<file path="config.mk">
export PLATFORM = sky130hd
export DESIGN_NAME = taxi_axis_fifo_pause_ctrl
export DESIGN_NICKNAME = d
export VERILOG_FILES = /design/src/rtl/taxi_axis_fifo_pause_ctrl.sv
export SDC_FILE = /design/constraint.sdc
export NUM_CORES = 1
export LEC_CHECK = 0
export CORE_MARGIN = 5
export CORE_UTILIZATION = 36
export DETAILED_ROUTE_END_ITERATION = 10
export SLEW_MARGIN = 15
export SYNTH_ARGS = -nofsm -noshare
export SYNTH_HDL_FRONTEND = slang
export SYNTH_SLANG_ARGS = --single-unit
export TNS_END_PERCENT = 50
</file>
<file path="constraint.sdc">
create_clock -name clk -period 9.7 [get_ports clk]
set_input_delay 1.455 -clock clk [delete_from_list [all_inputs] [get_ports clk]]
set_output_delay 1.455 -clock clk [all_outputs]
set_load 0.02 [all_outputs]
</file>
<file path="src/rtl/taxi_axis_fifo_pause_ctrl.sv">
// Watermark-driven pause controller for the sink side of the AXI4-Stream async FIFO,
// with saturating event/pause statistics. Lives in the FIFO s_clk domain.
module taxi_axis_fifo_pause_ctrl #(
   parameter int DEPTH     = 4096,
   parameter int HIGH_WM   = 3072,
   parameter int LOW_WM    = 1024,
   parameter int MIN_PAUSE = 16,
   parameter int CNT_W     = 32
) (
   input  logic                     clk,
   input  logic                     rst,
   input  logic                     enable,
   input  logic                     force_pause,
   input  logic                     clear_counters,
   input  logic [$clog2(DEPTH):0]   status_depth,
   input  logic                     status_overflow,
   input  logic                     status_bad_frame,
   input  logic                     status_good_frame,
   output logic                     pause_req,
   input  logic                     pause_ack,
   output logic                     paused,
   output logic [CNT_W-1:0]         cnt_overflow,
   output logic [CNT_W-1:0]         cnt_bad_frame,
   output logic [CNT_W-1:0]         cnt_good_frame,
   output logic [CNT_W-1:0]         cnt_pause_events,
   output logic [CNT_W-1:0]         cnt_pause_cycles
);

   localparam int DW   = $clog2(DEPTH) + 1;
   localparam int HW   = 16;
   localparam int NCNT = 5;

   localparam logic [DW-1:0] HIGH_C    = DW'(HIGH_WM);
   localparam logic [DW-1:0] LOW_C     = DW'(LOW_WM);
   localparam logic [HW-1:0] HOLD_INIT = HW'(MIN_PAUSE - 1);

   localparam int C_OVF    = 0;
   localparam int C_BAD    = 1;
   localparam int C_GOOD   = 2;
   localparam int C_PEVT   = 3;
   localparam int C_PCYC   = 4;

   if (!(LOW_WM < HIGH_WM && HIGH_WM <= DEPTH && MIN_PAUSE >= 1 && MIN_PAUSE <= 65535))
   begin : g_param_check
      $fatal(1, "taxi_axis_fifo_pause_ctrl: need LOW_WM < HIGH_WM <= DEPTH and 1 <= MIN_PAUSE <= 65535");
   end

   typedef enum logic [1:0] {
      ST_IDLE,
      ST_REQ,
      ST_PAUSED,
      ST_RELEASE
   } state_t;

   state_t                       state_q, state_d;
   logic [HW-1:0]                hold_q, hold_d;
   logic                         pause_req_q, pause_req_d;
   logic                         paused_q, paused_d;
   logic [NCNT-1:0][CNT_W-1:0]   cnt_q, cnt_d;
   logic [NCNT-1:0]              evt;
   logic                         want;
   logic                         low;
   logic                         pause_evt;

   // Force overrides both thresholds: it requests a pause and blocks release.
   assign want = force_pause | (enable & (status_depth >= HIGH_C));
   assign low  = ~force_pause & (~enable | (status_depth <= LOW_C));

   always_comb begin
      state_d   = state_q;
      hold_d    = hold_q;
      pause_evt = 1'b0;

      case (state_q)
         ST_IDLE: begin
            if (want) begin
               state_d   = ST_REQ;
               pause_evt = 1'b1;
            end
         end
         ST_REQ: begin
            if (pause_ack) begin
               state_d = ST_PAUSED;
               hold_d  = HOLD_INIT;
            end else if (low) begin
               state_d = ST_IDLE;
            end
         end
         ST_PAUSED: begin
            if (hold_q == '0) begin
               if (low) begin
                  state_d = ST_RELEASE;
               end
            end else begin
               hold_d = hold_q - HW'(1);
            end
         end
         ST_RELEASE: begin
            if (!pause_ack) begin
               state_d = ST_IDLE;
            end
         end
         default: begin
            state_d = ST_IDLE;
         end
      endcase

      // Outputs registered from the next state so they align with the state register.
      pause_req_d = (state_d == ST_REQ) || (state_d == ST_PAUSED);
      paused_d    = (state_d == ST_PAUSED);
   end

   always_ff @(posedge clk or posedge rst) begin
      if (rst) begin
         state_q     <= ST_IDLE;
         hold_q      <= '0;
         pause_req_q <= 1'b0;
         paused_q    <= 1'b0;
      end else begin
         state_q     <= state_d;
         hold_q      <= hold_d;
         pause_req_q <= pause_req_d;
         paused_q    <= paused_d;
      end
   end

   always_comb begin
      evt         = '0;
      evt[C_OVF]  = status_overflow;
      evt[C_BAD]  = status_bad_frame;
      evt[C_GOOD] = status_good_frame;
      evt[C_PEVT] = pause_evt;
      evt[C_PCYC] = (state_q == ST_PAUSED);
   end

   always_comb begin
      cnt_d = cnt_q;
      for (int unsigned i = 0; i < NCNT; i++) begin
         if (clear_counters) begin
            cnt_d[i] = '0;
         end else if (evt[i] && (cnt_q[i] != '1)) begin
            cnt_d[i] = cnt_q[i] + CNT_W'(1);
         end
      end
   end

   always_ff @(posedge clk or posedge rst) begin
      if (rst) begin
         cnt_q <= '0;
      end else begin
         cnt_q <= cnt_d;
      end
   end

   assign pause_req        = pause_req_q;
   assign paused           = paused_q;
   assign cnt_overflow     = cnt_q[C_OVF];
   assign cnt_bad_frame    = cnt_q[C_BAD];
   assign cnt_good_frame   = cnt_q[C_GOOD];
   assign cnt_pause_events = cnt_q[C_PEVT];
   assign cnt_pause_cycles = cnt_q[C_PCYC];

endmodule

</file>
==> run metrics <==
residual DRC count 0; most frequent cells in the layout 182 x clkdlybuf4s50_1, 180 x dfrtp_1, 99 x a21oi_1; Clock Latency Late Sink 0.43 ns; starting density of the core 36.3%; post-DR vias/cell 5.58; relative slew slack 29.5%; initial antenna violation count 0; GR Overflow Total 0; fraction of layout cells with a size suffix above 1 6.49%; Root Buffer clkbuf_16; Worst Setup SP status_depth[11]; multi-input logic area 5220 µm²; RSZ-0062 raised after global routing no; postcts setup bufs 0; Logic pwr share 12.7%; Die W 177 µm; cts repair resizes 0; Reg-to-Reg Start cnt_pause_cycles[16]; Int Power 0.00123 W; worst vdd ir 0.103 mV; worst hold path class reg -> reg; Net Sw Frac 29.4%; top_reg_cell synth dfrtp_1; share of power burned in registers 46.7%; all-layer global routing usage 17.7%; metal3 WL 1340 µm; Routed Antenna Nets 0; clock skew 0.0131 ns; WP data arrival 4.27 ns; largest net degree at the start of global routing 108; Mean Syn Cell Area 9.07 µm²; M1 wire length 13600 µm; Ant. Diodes 0; # setup viols final 0; P per Cell Area 137 nW/µm²; Max Slew Vio Count 0; Buffers on Ports 183; YS warnings 0; Setup crit start kind input pin; R2R depth 5; FF+latch count, synth 180; hpwl dp 19200 µm; Synth Instances 1105; setup slack, reg-to-reg 6.67 ns; CTS max path bufs 2; clock sinks 180; global-route wire length before repair 46100 µm; Post-Synthesis Cell Area 10000 µm²; Hold WS 0.496 ns; area delta synth->final 27.5%; H-tree depth 4; final WL 27900 µm; hold bufs inserted after CTS 0; Synth async-reset ratio 100%; DR WL/cell 16.8 µm; Rows 61; Leak 4.74 nW; post-synthesis sequential area ratio 44.9%; number of global-route vias before repair 8803; met2 WL 12700 µm; Clock Power Share 40.6%; Starting DRT DRC Count 604; Top Metal Used met4; via count 9239; Clock Pin Slew Worst Setup and Hold Paths 0.07 ns; capturing point of the worst reg2reg path cnt_pause_cycles[12]; outcome finished clean; count of final hold-check violations 0; number of synthesized flops with an enable pin 0; Net Sw Power 0.000513 W; period utilisation layout 40.9%; Worst EP required 10.01 ns; Die Y-Extent 177 µm; storage element area 4500 µm²; fin nets 1295; CTS tree yes; setup TNS 0 ns; max cap viols 0; CTS buffer count 17; fin crit period 3.97 ns; DIE AREA 31300 µm²; syn_nets 1135; core area 27600 µm²; Setup CP Type in -> reg; drt first pass iters 5; Tightest Pin Transition 1.05 ns; fmax 0.252 GHz; Critical Path Fanout Max 12; RD Place Congestion 0.782; fillers 2714; Unique masters post-synth 55; Critical Path Sink cnt_pause_events[30]; IO Pins 184; commonest non-fill, non-tap cell in the layout clkdlybuf4s50_1; Worst setup EP type flop
[stage by stage]
stage / worst slack (ns) / std cells / utilization, % / total power, W / area [µm²]
finish: 5.73 / 1656 / 46.2 / 0.00174 / 12800
CTS: 5.76 / 1656 / 46.2 / 0.00178 / 12800
global placement: 5.33 / 1624 / 44.1 / 0.00105 / 12200
floorplan: 3.36 / 1105 / - / 0.000970 / 10000
global route: 5.57 / 1656 / 46.2 / 0.00183 / 12800
detailed placement: 5.31 / 1624 / 44.1 / 0.00106 / 12200
[how the worst min path moves through the flow]
stage	to	startpoint	depth (start not counted)
after CTS	hold_q[8]	hold_q[8]	1
after detailed placement	hold_q[8]	hold_q[8]	1
final	hold_q[8]	hold_q[8]	1
after global routing	hold_q[0]	hold_q[0]	1
after global placement	hold_q[8]	hold_q[8]	1
after floorplan	hold_q[8]	hold_q[8]	1
[flip-flops by register name, indices dropped and copies added, names as in the netlist]
name and count:
cnt_bad_frame 32, cnt_good_frame 32, cnt_overflow 32, cnt_pause_cycles 32, cnt_pause_events 32, hold_q 16, pause_req 1, paused 1
state_q 2
[Yosys cell counts, drive strengths merged (2+ instances only)]
library cell / count / share of area, %
and2: 4 / 0.25
and4: 13 / 1.1
nor2: 92 / 3.5
inv: 22 / 0.82
buf: 13 / 0.80
nand4: 50 / 3.2
or4b: 3 / 0.30
o31ai: 50 / 3.8
o211ai: 4 / 0.35
nand4b: 3 / 0.26
nand3b: 3 / 0.22
o21ai: 59 / 2.9
or3: 54 / 3.4
nor4b: 4 / 0.50
xor2: 16 / 1.4
mux2: 22 / 2.6
or2: 7 / 0.44
nand2: 79 / 3.0
dfrtp: 180 / 45
nor3: 22 / 1.1
nor2b: 31 / 1.9
a21oi: 99 / 4.9
nor3b: 4 / 0.30
a211oi: 4 / 0.30
and3: 14 / 0.87
ha: 8 / 1.0
xnor2: 19 / 1.7
nand3: 61 / 3.0
clkbuf: 38 / 1.4
nor4: 29 / 2.1
or4: 62 / 4.6
o311ai: 2 / 0.17
a31oi: 7 / 0.44
mux2i: 10 / 1.0
nand2b: 6 / 0.37
o2111ai: 5 / 0.44
[kinds of logic after synthesis]
family | count (synthesis) | synth area share (%)
buffers and inverters | 73 | 3.05
adders and majority gates | 8 | 0.999
DFF | 180 | 44.9
muxes | 32 | 3.58
AOI/OAI and AO/OA | 236 | 13.9
xor gates and xnor gates | 35 | 3.06
and+or+nand+nor | 541 | 30.5
[layout make-up]
type	instances	share of cell area [%]
inverter	22	0.685
timing repair buffer	192	14.9
tap	378	3.70
multi-input combinational	852	40.9
clock buffer	18	3.36
sequential	180	35.3
clock inverter	14	1.26
[power groups by stage]
stage                     Combinational, W  Sequential, W  Clock, W
after floorplan                   0.000135       0.000835         0
after global placement            0.000222       0.000830         0
after detailed placement          0.000227       0.000830         0
after CTS                         0.000228       0.000815  0.000732
after global routing              0.000251       0.000820  0.000759
final                             0.000221       0.000815  0.000708
[worst max-delay path, cell delays in order]
cell             delay (ns)
clkdlybuf4s50_1        0.50
a211oi_1               0.11
nor4_2                 0.83
o211ai_1               0.59
nor4_1                 0.41
mux2_2                 0.38
[metal layers]
layer,up-vias,GRT usage [%]
met5,-,0
met4,0,3.42
met3,18,3.63
met2,211,28.2
met1,4524,25.3
li1,4486,-
Power figures use the tool's default switching activity.
==> RTL change 1: new RTL, same settings <==
The parameter `CNT_W` goes from 32 to 64.
--- a/src/rtl/taxi_axis_fifo_pause_ctrl.sv
+++ b/src/rtl/taxi_axis_fifo_pause_ctrl.sv
@@ -7,3 +7,3 @@
    parameter int MIN_PAUSE = 16,
-   parameter int CNT_W     = 32
+   parameter int CNT_W     = 64
 ) (
Ports: changed (5 resized); port bits go from 184 to 344. No check against the original RTL was run, so the function may have changed too.
==> RTL change 1 against the unedited design <==
  * Setup slack better by 160 ps
  * Sequential share of layout area is 0.50 points lower
  * Final area is 92% higher
  * Power is 93% higher
  * Wire length is 120% higher
  * Area after synthesis is 90% higher
  * Sequential cell count is 160 higher
  * Count of clock-buffer cells in the layout is 45 higher
==> RTL change 1: results (changes against the unedited design) <==
metric	value	unit	change
pre-CTS setup slack	5380	ps	was 5310 ps
H-Tree Depth	2		was 4
Yosys cell types	61		was 55
RR Endpoint	cnt_overflow[1]		was cnt_pause_cycles[12]
initial antenna violation count	1		was 0
Post-layout nets	2460		was 1295
vias in the first global route	17200		was 8803
M2 GR Usage	32.7	%	was 28.2%
post-synthesis adder-cell area fraction	0.526	%	was 0.999%
clock buffers	63		was 18
Clk power	1600	µW	was 708 µW
fraction of area in multi-input gates	40.7	%	was 40.9%
slowest stage cell on the critical path	clkdlybuf4s50_1		was nor4_2
peak fanout along the critical path	19		was 12
Routability Congestion	0.888		was 0.782
Area contributors post-synth	dfrtp_1, a21oi_1, nor2_1		was dfrtp_1, a21oi_1, or4_1
dpl cells	3074		was 1624
first-pass GRT wire length	97.3	mm	was 46.1 mm
FFs & Latches	340		was 180
Clk Latency, worst-skew pair	560	ps	was 430 ps
Detailed Route WL	61.1	mm	was 27.9 mm
Hold Path Stages	2		was 1
met1 GRT Util	28.5	%	was 25.3%
cells after synthesis	2134		was 1105
met3 usage	4.19	%	was 3.63%
Reg area	8510	µm²	was 4500 µm²
reg2reg setup slack	5940	ps	was 6670 ps
clock skew	17.1	ps	was 13.1 ps
top cells by count, synth	dfrtp_1, nor2_1, a21oi_1		was dfrtp_1, a21oi_1, nor2_1
status	finished clean		unchanged
worst hold path startpoint	hold_q[1]		was hold_q[8]
Worst slew margin	29.2	%	was 29.5%
vias per cell	5.78		was 5.58
CTS buffer count	42		was 17
WL/cell	19.4	µm	was 16.8 µm
syn nets	2164		was 1135
Leak Pwr	0.00895	µW	was 0.00474 µW
Compound-Gate Fraction of Synth Area	13.6	%	was 13.9%
CP peak stage delay	870	ps	was 830 ps
Layout clock area frac	5.81	%	was 4.62%
PortBufs	343		was 183
DPL Wire Length	43.1	mm	was 19.2 mm
placed cell areas	23100	µm²	was 12200 µm²
Switching Share	25.7	%	was 29.4%
reg-to-reg startpoint	cnt_overflow[50]		was cnt_pause_cycles[16]
Inverters	40		was 22
## RTL change 1: cell count changes after synthesis, moves of 55 or more
cell | before | now
dfrtp_1 | 180 | 340
nor2_1 | 91 | 213
nand4_1 | 48 | 116
or3_1 | 54 | 121
a21oi_1 | 99 | 161
nand3_1 | 61 | 120
o21ai_0 | 54 | 110
nand2_1 | 79 | 134
xor2_1 | 16 | 71
## RTL change 1: routing by layer
metal,share of wire [%],vias to the layer above,wire length (µm)
li1,-,8602,-
met1,44,8983,26800
met3,7.3,77,4450
met5,0,-,0
met2,47,566,28700
met4,1.9,0,1140
## RTL change 1: worst max path at each step
stage                                start          endpoint  slack [ps]  cells past startpoint
after floorplan                        rst  cnt_bad_frame[0]        3700                      1
after global routing      cnt_overflow[33]   cnt_overflow[1]        5470                      7
after global placement     status_overflow  cnt_overflow[51]        5360                      7
after CTS                  status_overflow  cnt_overflow[51]        5970                      7
final                      status_overflow  cnt_overflow[51]        5890                      7
after detailed placement   status_overflow  cnt_overflow[51]        5380                      7
==> RTL change 2: new RTL, same flow settings <==
Without the edit above. Register the output `cnt_overflow`, cleared by the reset; this adds one clock of latency there. The other outputs are not delayed to match.
--- a/src/rtl/taxi_axis_fifo_pause_ctrl.sv
+++ b/src/rtl/taxi_axis_fifo_pause_ctrl.sv
@@ -156,3 +156,9 @@
    assign paused           = paused_q;
-   assign cnt_overflow     = cnt_q[C_OVF];
+   always_ff @(posedge clk or posedge rst) begin
+      if (rst) begin
+         cnt_overflow <= '0;
+      end else begin
+         cnt_overflow <= cnt_q[C_OVF];
+      end
+   end
    assign cnt_bad_frame    = cnt_q[C_BAD];
Formal check against the unedited RTL: not equivalent (Yosys sat finds a counterexample within 4 cycles, from zero or initial values and one cycle with rst high).
==> RTL change 2 against the unedited design <==
  * Combinational power down 5%
  * Clock power rose by 48%
  * Sequential cell count rose by 32
  * Final area rose by 9.8%
  * Clock skew shrank 6.7 ps
  * Wire length rose by 4.5%
  * Non-clock buffer count decreased by 3
  * Area after synthesis rose by 18%
  * Register-to-register slack better by 230 ps
  * Power up 27%
  * Setup slack better by 420 ps
  * Critical endpoint is now cnt_pause_events[31]
  * Highest routed layer unchanged
==> RTL change 2: results (changes against the unedited design) <==
metric	value	unit	change
first-pass GRT wire length	48.2	mm	was 46.1 mm
fillcell total	3123		was 2714
async set-reset flop share out of synthesis	100	%	unchanged
PortBufs	183		unchanged
Routability Congestion	0.796		was 0.782
Area contributors post-synth	dfrtp_1, buf_4, a21oi_1		was dfrtp_1, a21oi_1, or4_1
Arr. time, crit path	3990	ps	was 4270 ps
DPL Wire Length	19.8	mm	was 19.2 mm
Detailed Route WL	29.1	mm	was 27.9 mm
Peak VDD IR	0.111	mV	was 0.103 mV
sequential element share of the synthesized area	44.8	%	was 44.9%
RR Endpoint	cnt_pause_events[31]		was cnt_pause_cycles[12]
vias per cell	5.44		was 5.58
CTS resizes	0		unchanged
largest net degree at the start of global routing	102		was 108
clock skew	6.46	ps	was 13.1 ps
Starting DRT DRC Count	607		was 604
Yosys Warn Count	0		unchanged
Clk Latency, worst-skew pair	520	ps	was 430 ps
worst hold path startpoint	cnt_q[15]		was hold_q[8]
Hold Path Stages	0		was 1
GRT Total Usage	15.5	%	was 17.7%
worst-margin pin slew	1060	ps	was 1050 ps
reg-to-reg startpoint	cnt_pause_events[0]		was cnt_pause_cycles[16]
status	finished clean		unchanged
Max Cap Viol	0		unchanged
top cells by count, synth	dfrtp_1, buf_4, a21oi_1		was dfrtp_1, a21oi_1, nor2_1
initial antenna violation count	0		unchanged
clock buffer depth	3		was 2
Yosys cell types	60		was 55
CTS clock-pin slew for the worst setup and hold paths	60	ps	
Root Driver	clkbuf_16		unchanged
Leak Pwr	0.00525	µW	was 0.00474 µW
hold endpoint	cnt_overflow[15]		was hold_q[8]
H-Tree Depth	1		was 4
CP peak stage delay	650	ps	was 830 ps
peak fanout along the critical path	16		was 12
vias in the first global route	9149		was 8803
slowest stage cell on the critical path	or4_1		was nor4_2
DR pass1 iterations	5		unchanged
CTS buffer count	27		was 17
fraction of layout cells with a size suffix above 1	7.05	%	was 6.49%
R2R depth	6		was 5
Post-layout nets	1330		was 1295
reg2reg setup slack	6900	ps	was 6670 ps
post-CTS setup repair buffer count	0		unchanged
-- RTL change 2: cell count changes after synthesis, moves of 6 or more --
| cell | change |
|---|---|
| a211oi_1 | +7 |
| a21oi_1 | +7 |
| and2_1 | +8 |
| and4_1 | +13 |
| buf_4 | +129 |
| clkbuf_1 | +7 |
| dfrtp_1 | +32 |
| inv_1 | +11 |
| nand2_1 | -10 |
| nor2b_1 | -12 |
| nor4_1 | -6 |
| or4_1 | -9 |
| xnor2_1 | +6 |
-- RTL change 2: cell type report --
cell class | instances | share of cell area [%]
multi-input combinational | 837 | 37.3
sequential | 212 | 37.8
clock inverter | 14 | 1.46
tap | 442 | 3.94
timing repair buffer | 189 | 13.4
inverter | 33 | 0.936
clock buffer | 34 | 5.15
-- RTL change 2: metal layers --
layer / up-vias / global-route usage [%] / share of wire (%) / routed length [µm]
met5: - / 0 / 0 / 0
met4: 0 / 3.76 / 1.9 / 539
met3: 41 / 3.41 / 6.5 / 1880
met2: 238 / 24.3 / 46 / 13300
met1: 4676 / 21.9 / 46 / 13400
li1: 4617 / - / - / -
-- RTL change 2: kinds of logic after synthesis --
logic type | count (synthesis) | synth area share (%)
AO/OA/AOI/OAI | 264 | 13.9
XOR/XNOR | 38 | 2.81
adder cells (fa/ha/maj) | 8 | 0.846
buffers and inverters | 216 | 11.1
flip-flops | 212 | 44.8
multiplexers | 25 | 2.32
AND/OR/NAND/NOR | 502 | 24.2
-- RTL change 2: how the worst max path moves through the flow --
stage / to / depth (start not counted) / slack (ps) / startpoint
global placement: cnt_pause_events[31] / 6 / 5590 / status_depth[10]
global route: cnt_pause_events[23] / 6 / 5850 / force_pause
floorplan: cnt_bad_frame[0] / 1 / 2450 / rst
CTS: cnt_pause_events[31] / 6 / 6130 / status_depth[10]
finish: cnt_pause_events[31] / 6 / 6150 / force_pause
detailed placement: cnt_pause_events[31] / 6 / 5540 / force_pause
-- RTL change 2: stage by stage --
stage	std cells	utilization (%)	hold WS [ps]	setup WS, ps	cell area [µm²]
CTS	1761	43.2	423	6130	14000
global route	1761	43.2	442	5850	14000
floorplan	1265	-	352	2450	11800
detailed placement	1713	40.4	411	5540	13100
global placement	1713	40.4	407	5590	13100
finish	1761	43.2	422	6150	14000
-- RTL change 2: power breakdown --
group | switching [µW] | leakage (µW) | internal [µW] | total, µW
logic | 130 | 0.00186 | 79.0 | 209
registers | 36.7 | 0.00293 | 913 | 950
clock network | 392 | 0.000456 | 658 | 1050
